File: config.mk
export PLATFORM = sky130hd
export DESIGN_NAME = seven_seg_scan_ctrl
export DESIGN_NICKNAME = d
export VERILOG_FILES = /design/src/rtl/seven_seg_pkg.sv /design/src/rtl/scan_prescaler.sv /design/src/rtl/seven_seg_scan_ctrl.sv
export SDC_FILE = /design/constraint.sdc
export NUM_CORES = 1
export LEC_CHECK = 0
export CAP_MARGIN = 20
export CELL_PAD_IN_SITES_DETAIL_PLACEMENT = 1
export CELL_PAD_IN_SITES_GLOBAL_PLACEMENT = 1
export CORE_UTILIZATION = 47
export DETAILED_ROUTE_END_ITERATION = 6
export MAX_ROUTING_LAYER = met4
export PLACE_DENSITY = 0.85
export SLEW_MARGIN = 20
export SYNTH_ARGS = -nofsm -noshare
export SYNTH_HDL_FRONTEND = slang
export SYNTH_SLANG_ARGS = --single-unit
export TNS_END_PERCENT = 50
File: constraint.sdc
create_clock -name clock -period 3.75 [get_ports clock]
set_clock_uncertainty 0.05 [all_clocks]
set_input_delay 0.9375 -clock clock [delete_from_list [all_inputs] [get_ports clock]]
set_output_delay 0.9375 -clock clock [all_outputs]
set_load 0.01 [all_outputs]
File: src/rtl/seven_seg_pkg.sv
// Shared types and helpers for the multiplexed 7-segment scan path.
package seven_seg_pkg;

    typedef enum logic [1:0] {
        IDLE,
        BLANK,
        DRIVE
    } scan_state_t;

    localparam int NIBBLE_W   = 4;
    localparam int MAX_DIGITS = 8;

    localparam logic [MAX_DIGITS-1:0] ANODE_OFF = '1;

    // Picks nibble idx out of a frame zero-extended to the widest supported display.
    function automatic logic [NIBBLE_W-1:0] nibble_sel(
        input logic [NIBBLE_W*MAX_DIGITS-1:0] frame,
        input logic [2:0]                     idx
    );
        return frame[{idx, 2'b00} +: NIBBLE_W];
    endfunction

endpackage

File: src/rtl/scan_prescaler.sv
// Free-running divider producing one scan tick every TICK_DIV cycles while run is high.
module scan_prescaler #(
    parameter int TICK_DIV = 1000
) (
    input  logic                        clock,
    input  logic                        reset_n,
    input  logic                        clear,
    input  logic                        run,
    output logic                        tick,
    output logic [$clog2(TICK_DIV)-1:0] count
);

    localparam int CNT_W = $clog2(TICK_DIV);
    localparam logic [CNT_W-1:0] LAST = CNT_W'(TICK_DIV - 1);

    always_ff @(posedge clock or negedge reset_n) begin
        if (!reset_n) begin
            count <= '0;
        end else if (clear) begin
            count <= '0;
        end else if (run) begin
            count <= (count == LAST) ? '0 : count + 1'b1;
        end
    end

    assign tick = run && (count == LAST);

endmodule

File: src/rtl/seven_seg_scan_ctrl.sv
// Digit-scan sequencer for a multiplexed 7-segment display with blanking between digits.
// Optional dimming via BRIGHTNESS_EN (adds the brightness[2:0] input).
module seven_seg_scan_ctrl
    import seven_seg_pkg::*;
#(
    parameter int NUM_DIGITS  = 4,
    parameter int TICK_DIV    = 1000,
    parameter int BLANK_TICKS = 1,
    parameter int ON_TICKS    = 3,
    localparam int IDX_W      = $clog2(NUM_DIGITS)
) (
    input  logic                           clock,
    input  logic                           reset_n,
    input  logic                           enable,
    input  logic [NIBBLE_W*NUM_DIGITS-1:0] data_in,
    input  logic                           load,
`ifdef BRIGHTNESS_EN
    input  logic [2:0]                     brightness,
`endif
    output logic                           load_ack,
    output logic [NUM_DIGITS-1:0]          anode,
    output logic [NIBBLE_W-1:0]            char,
    output logic [IDX_W-1:0]               digit_idx,
    output logic                           frame_start
);

    localparam int CNT_W  = $clog2(TICK_DIV);
    localparam int TMAX   = (BLANK_TICKS > ON_TICKS) ? BLANK_TICKS : ON_TICKS;
    localparam int TCNT_W = $clog2(TMAX + 1);

    localparam logic [TCNT_W-1:0]     BLANK_LAST = TCNT_W'(BLANK_TICKS - 1);
    localparam logic [TCNT_W-1:0]     ON_LAST    = TCNT_W'(ON_TICKS - 1);
    localparam logic [IDX_W-1:0]      LAST_IDX   = IDX_W'(NUM_DIGITS - 1);
    localparam logic [NUM_DIGITS-1:0] OFF        = ANODE_OFF[NUM_DIGITS-1:0];
    localparam logic [NUM_DIGITS-1:0] ONE_HOT0   = NUM_DIGITS'(1);

    scan_state_t                    state;
    logic [NIBBLE_W*NUM_DIGITS-1:0] shadow;
    logic [TCNT_W-1:0]              tick_cnt;
    logic [NUM_DIGITS-1:0]          anode_q;
    logic [NIBBLE_W*MAX_DIGITS-1:0] frame_ext;
    logic [NUM_DIGITS-1:0]          sel_mask;
    logic                           tick;
    logic [CNT_W-1:0]               count;
    logic [2:0]                     bright_q;
    logic                           dim_on;

    scan_prescaler #(
        .TICK_DIV (TICK_DIV)
    ) u_prescaler (
        .clock   (clock),
        .reset_n (reset_n),
        .clear   (state == IDLE),
        .run     (state != IDLE),
        .tick    (tick),
        .count   (count)
    );

    assign frame_ext = (NIBBLE_W*MAX_DIGITS)'(shadow);
    assign sel_mask  = ~(ONE_HOT0 << digit_idx);

    always_ff @(posedge clock or negedge reset_n) begin
        if (!reset_n) begin
            state       <= IDLE;
            anode_q     <= OFF;
            char        <= '0;
            digit_idx   <= '0;
            load_ack    <= 1'b0;
            frame_start <= 1'b0;
            shadow      <= '0;
            tick_cnt    <= '0;
        end else begin
            load_ack    <= 1'b0;
            frame_start <= 1'b0;
            if (!enable) begin
                state     <= IDLE;
                anode_q   <= OFF;
                digit_idx <= '0;
                tick_cnt  <= '0;
                if (state == IDLE && load && !load_ack) begin
                    shadow   <= data_in;
                    load_ack <= 1'b1;
                end
            end else begin
                case (state)
                    IDLE: begin
                        // Gating on load_ack keeps the ack a single-cycle pulse.
                        if (load && !load_ack) begin
                            shadow   <= data_in;
                            load_ack <= 1'b1;
                        end
                        state       <= BLANK;
                        digit_idx   <= '0;
                        tick_cnt    <= '0;
                        frame_start <= 1'b1;
                    end
                    BLANK: begin
                        if (tick) begin
                            if (tick_cnt == BLANK_LAST) begin
                                tick_cnt <= '0;
                                char     <= nibble_sel(frame_ext, 3'(digit_idx));
                                anode_q  <= sel_mask;
                                state    <= DRIVE;
                            end else begin
                                tick_cnt <= tick_cnt + 1'b1;
                            end
                        end
                    end
                    DRIVE: begin
                        if (tick) begin
                            if (tick_cnt == ON_LAST) begin
                                tick_cnt <= '0;
                                anode_q  <= OFF;
                                state    <= BLANK;
                                // Shadow only changes at the frame wrap so a frame never mixes data.
                                if (digit_idx == LAST_IDX) begin
                                    digit_idx   <= '0;
                                    frame_start <= 1'b1;
                                    if (load) begin
                                        shadow   <= data_in;
                                        load_ack <= 1'b1;
                                    end
                                end else begin
                                    digit_idx <= digit_idx + 1'b1;
                                end
                            end else begin
                                tick_cnt <= tick_cnt + 1'b1;
                            end
                        end
                    end
                    default: state <= IDLE;
                endcase
            end
        end
    end

`ifdef BRIGHTNESS_EN
    // Level is sampled only at a prescaler wrap so a PWM period is never cut short.
    always_ff @(posedge clock or negedge reset_n) begin
        if (!reset_n) begin
            bright_q <= 3'd7;
        end else if (state == IDLE || tick) begin
            bright_q <= brightness;
        end
    end
`else
    assign bright_q = 3'd7;
`endif

    // Full brightness makes the threshold TICK_DIV, so the digit stays on for the whole DRIVE.
    assign dim_on = int'(count) < (((int'(bright_q) + 1) * TICK_DIV) / 8);
    assign anode  = (state == DRIVE && !dim_on) ? OFF : anode_q;

endmodule

==> impl.org <==
** Status
- The run finished with clean final reports.

** Synthesis
- The commonest cells after synthesis are dfrtp_1 (38), nor2_1 (17), ha_1 (12), inv_1 (12).
- Sequential element share of the synthesized area :: 48.15%
- Arithmetic-cell share of the synthesized area counting full adders, half adders and majority gates :: 6.845%
- Counting every net in the synthesized netlist gives 211.
- In this run, synthesis inferred 0 flip-flops with an integrated enable.
- The netlist uses 41 different library cells.
- Summing every instance area after synthesis gives 2193 um2.
- Number of synthesis warnings :: 0
- After Yosys synthesis, and, or, nand and nor cells account for 14.38% of the synthesized area.
- Flip-flop and latch count after synthesis :: 42
- The most common cell in the synthesized netlist is dfrtp_1.
- The largest total area in the synthesized netlist belongs to dfrtp_1.
- Leading register cell type out of synthesis :: dfrtp_1
- Parity-gate share of the synthesized area counting xor and xnor cells :: 3.594%
- Measured against the total synthesized area, the mux share comes to 16.54%.
- A synthesized cell averages 12.25 um2.
- Fraction of synthesis flops using an asynchronous set or reset pin :: 100.0%
- Share of the synthesized area in compound gates (AO/OA/AOI/OAI) :: 6.389%
- By area, the combinational part of the netlist is dominated by multiplexers.
- The synthesized design devotes to its leading area cell type 43.35% of total area.
- Ranked by total cell area, the synthesized netlist is headed by dfrtp_1 (43%), ha_1 (6.8%), mux2_4 (6.8%).
- Number of cells produced by synthesis :: 179

** Setup path
- Highest cell delay on the worst timing path :: 0.54 ns
- Cell chain of the critical path :: inv_1 > ha_1 > o21ai_0 > nor3_1 > or2_2 > clkdlybuf4s50_1
- Data arrival time of the critical path :: 2.28 ns
- Data on the critical path is required at its endpoint by 2.76 ns.
- The number of buffers and inverters on the critical path is 2.
- Of all nets on the critical path, the largest fanout is 6.
- Among all stages on the critical path, the largest delay is contributed by clkdlybuf4s50_1.
- The worst setup path is captured at an output port.
- The worst setup path is launched from a flip-flop.
- The cell family contributing the most delay on the critical path is buffers and inverters.
- The critical path is of the reg2out type.

** Cells and area
- Counting the fill cells in the layout gives 464.
- Compared with the post-synthesis result, the final layout area differs by 19.62%.
- The count of cells in the finished layout, fillers not included, comes to 265.
- The number of antenna diodes in the final layout is 0.
- Of the cells placed in the final design, the portion with a size suffix greater than 1 is 22.54%.
- Number of nets in the final layout :: 244

** Global routing
- Initial antenna violation count :: 0
- After global routing the overflow that remains totals 0.
- Via count of the first global-routing pass :: 1706
- Global routing used 23.58% of the available tracks across all layers.
- The first global-routing pass estimated 8.652 mm of wire.
- Largest net degree at the start of global routing :: 43

** CTS
- Number of clock sinks seen by CTS :: 42
- Number of gates given a new drive strength after cts :: 0
- Maximum level of the CTS H-tree :: 2
- Hold buffers post-CTS :: 0
- TritonCTS built the clock tree.
- Worst-skew pair later-pin latency :: 0.30 ns
- CTS placed an instance of clkbuf_8 at the clock tree root.
- Postcts setup bufs :: 0
- Longest Clk Path Bufs :: 2
- Clock-pin slew was measured on the worst setup and hold paths at 0.09 ns.
- Counting the buffers created by CTS gives 5.

** STA
- Time the final worst path needs with I/O delays and setup :: 3.265 ns
- Max Clock Freq :: 0.3063 GHz
- After layout, the worst path uses 87.06% of the clock period.
- The number of max-slew violations in the final report is 0.
- Setup repair after global routing missed its margin :: false
- In the final timing run, aggregate negative setup slack is 0 ns.
- Measured against its own limit, the worst slew margin works out to 37.92%.
- The hold violation count in the final report came to 0.
- For the pin with the worst max-slew slack, the measured transition is 0.9312 ns.
- Setup violations remaining at the end of the flow were counted as 0.

** Power
- Net Sw Frac :: 32.90%
- Of the total power, registers draw 42.6%.
- Cell internal power was estimated by the tool at 1.020 mW.
- The clock network is responsible for 19.3% of the overall power.
- LEAKAGE :: 1.129 nW
- Total power divided by cell area :: 579.4 nW/um2
- Largest voltage drop on the vdd net :: 0.3007 mV
- After layout, the design draws a total of 1.520 mW.
- Reported net switching power :: 0.5001 mW
- Per report_power, the combinational group accounts for 38.0% of the total.

** Floorplan
- Die span in y :: 70.32 um
- The region available for standard cell placement spans 4414 um2.
- For this design the top-level I/O count stands at 32.
- Row generation in the floorplan step produced 24 rows.
- Initial core utilization :: 49.69%
- The floorplan step defined a die boundary enclosing 4944 um2.
- The floorplan step set the die width to 70.32 um.

** Route
- Number of design rule violations left after detail routing :: 0
- In the routed layout, each cell is associated on average with a via count of 5.725.
- Antenna viol nets, final :: 0
- After detailed routing, the average wire length per cell comes to 18.82 um.
- The first routing iteration left 68 violations.
- Iteration count of the initial detailed-routing pass :: 5
- The routed design has 4.988 mm of wire.
- DR vias :: 1517

** Worst hold path
- Kind of path behind the tightest hold check :: reg2reg

** Run
- Max_cap viols :: 0

** Place
- Summed over all nets, the half-perimeter wirelength after detailed placement is 3.610 mm.
- # port buffers :: 31
- The number of placed instances, taps included, is 257.
- Routability-driven placement congestion ratio :: 0.8732
## stage by stage
stage / cell area [um2] / util [%] / setup slack [ns] / hold WS [ns]
after floorplan: 2193 / - / 1.324 / 0.3974
after global placement: 2534 / 57.40 / 0.8833 / 0.4182
after detailed placement: 2534 / 57.40 / 0.7290 / 0.4401
after CTS: 2624 / 59.44 / 0.4900 / 0.4579
after global routing: 2624 / 59.44 / 0.3775 / 0.4631
final: 2624 / 59.44 / 0.4851 / 0.4481
## kinds of logic (layout without fill, tap and decap cells)
logic type,Yosys count,in the layout
simple gates,52,52
compound gates,20,20
flops,42,42
mux,25,25
fa+ha+maj,12,12
buf+inv,19,53
xor+xnor,9,9
## power by group through the flow
| stage | Sequential (mW) | Clock, mW | Combinational, mW |
|---|---|---|---|
| after global routing | 0.662 | 0.317 | 0.627 |
| after detailed placement | 0.654 | 0 | 0.578 |
| final | 0.648 | 0.294 | 0.578 |
| after CTS | 0.648 | 0.302 | 0.584 |
| after floorplan | 0.630 | 0 | 0.477 |
| after global placement | 0.640 | 0 | 0.542 |
## state kept, by name, indices dropped and copies added, names as in the netlist
register           cells
anode_q                4
char                   4
digit_idx              2
frame_start            1
load_ack               1
shadow                16
state                  2
tick_cnt               2
u_prescaler.count     10
## metal layers
layer  share of wire [%]  wire length, um  GRT usage (%)  vias to the layer above
met4                 2.6              128          10.22                        0
met1                  41             2051          26.94                      771
met3                 3.2              162          4.906                       13
li1                    -                -              -                      695
met2                  53             2646          39.89                       38
met5                   0                0              -                        -
## final timing paths
check	start	endpoint	slack, ns	cells after the start
max in group asynchronous	reset_n	u_prescaler.count[7]$_DFF_PN0_	2.34	1
max	state[0]$_DFFE_PN0P_	anode[1]	0.49	6
min in group asynchronous	reset_n	digit_idx[1]$_DFFE_PN0P_	0.73	1
min	u_prescaler.count[0]$_DFF_PN0_	u_prescaler.count[0]$_DFF_PN0_	0.45	1
min reg2reg	u_prescaler.count[0]$_DFF_PN0_	u_prescaler.count[0]$_DFF_PN0_	0.45	1
max reg2reg	state[0]$_DFFE_PN0P_	shadow[8]$_DFFE_PN0P_	1.09	7
## cell type report
cell class                 instances  area, um2  area share, %
sequential                        42       1056          40.25
tap                               52      65.06          2.480
inverter                          12      45.04          1.717
clock buffer                       5      68.82          2.623
timing repair buffer              33      320.3          12.21
clock inverter                     3      21.27         0.8107
multi-input combinational        118       1047          39.91
## layout by cell type, fill, tap and decap left out, drive strengths merged, types with 2 or more instances in the layout
cell type / count
o22ai: 2
and4: 2
clkinv: 2
dfstp: 4
nand4b: 2
nand3: 5
a2bb2oi: 4
clkdlybuf4s50: 30
buf: 3
nor3: 2
o21ai: 5
xor2: 3
or2: 5
mux4: 4
nand2: 6
dfrtp: 38
nor2: 17
mux2: 20
inv: 12
xnor2: 6
ha: 12
and3: 4
a21oi: 2
a22oi: 3
clkbuf: 5
(Power assumes the default switching activity.)
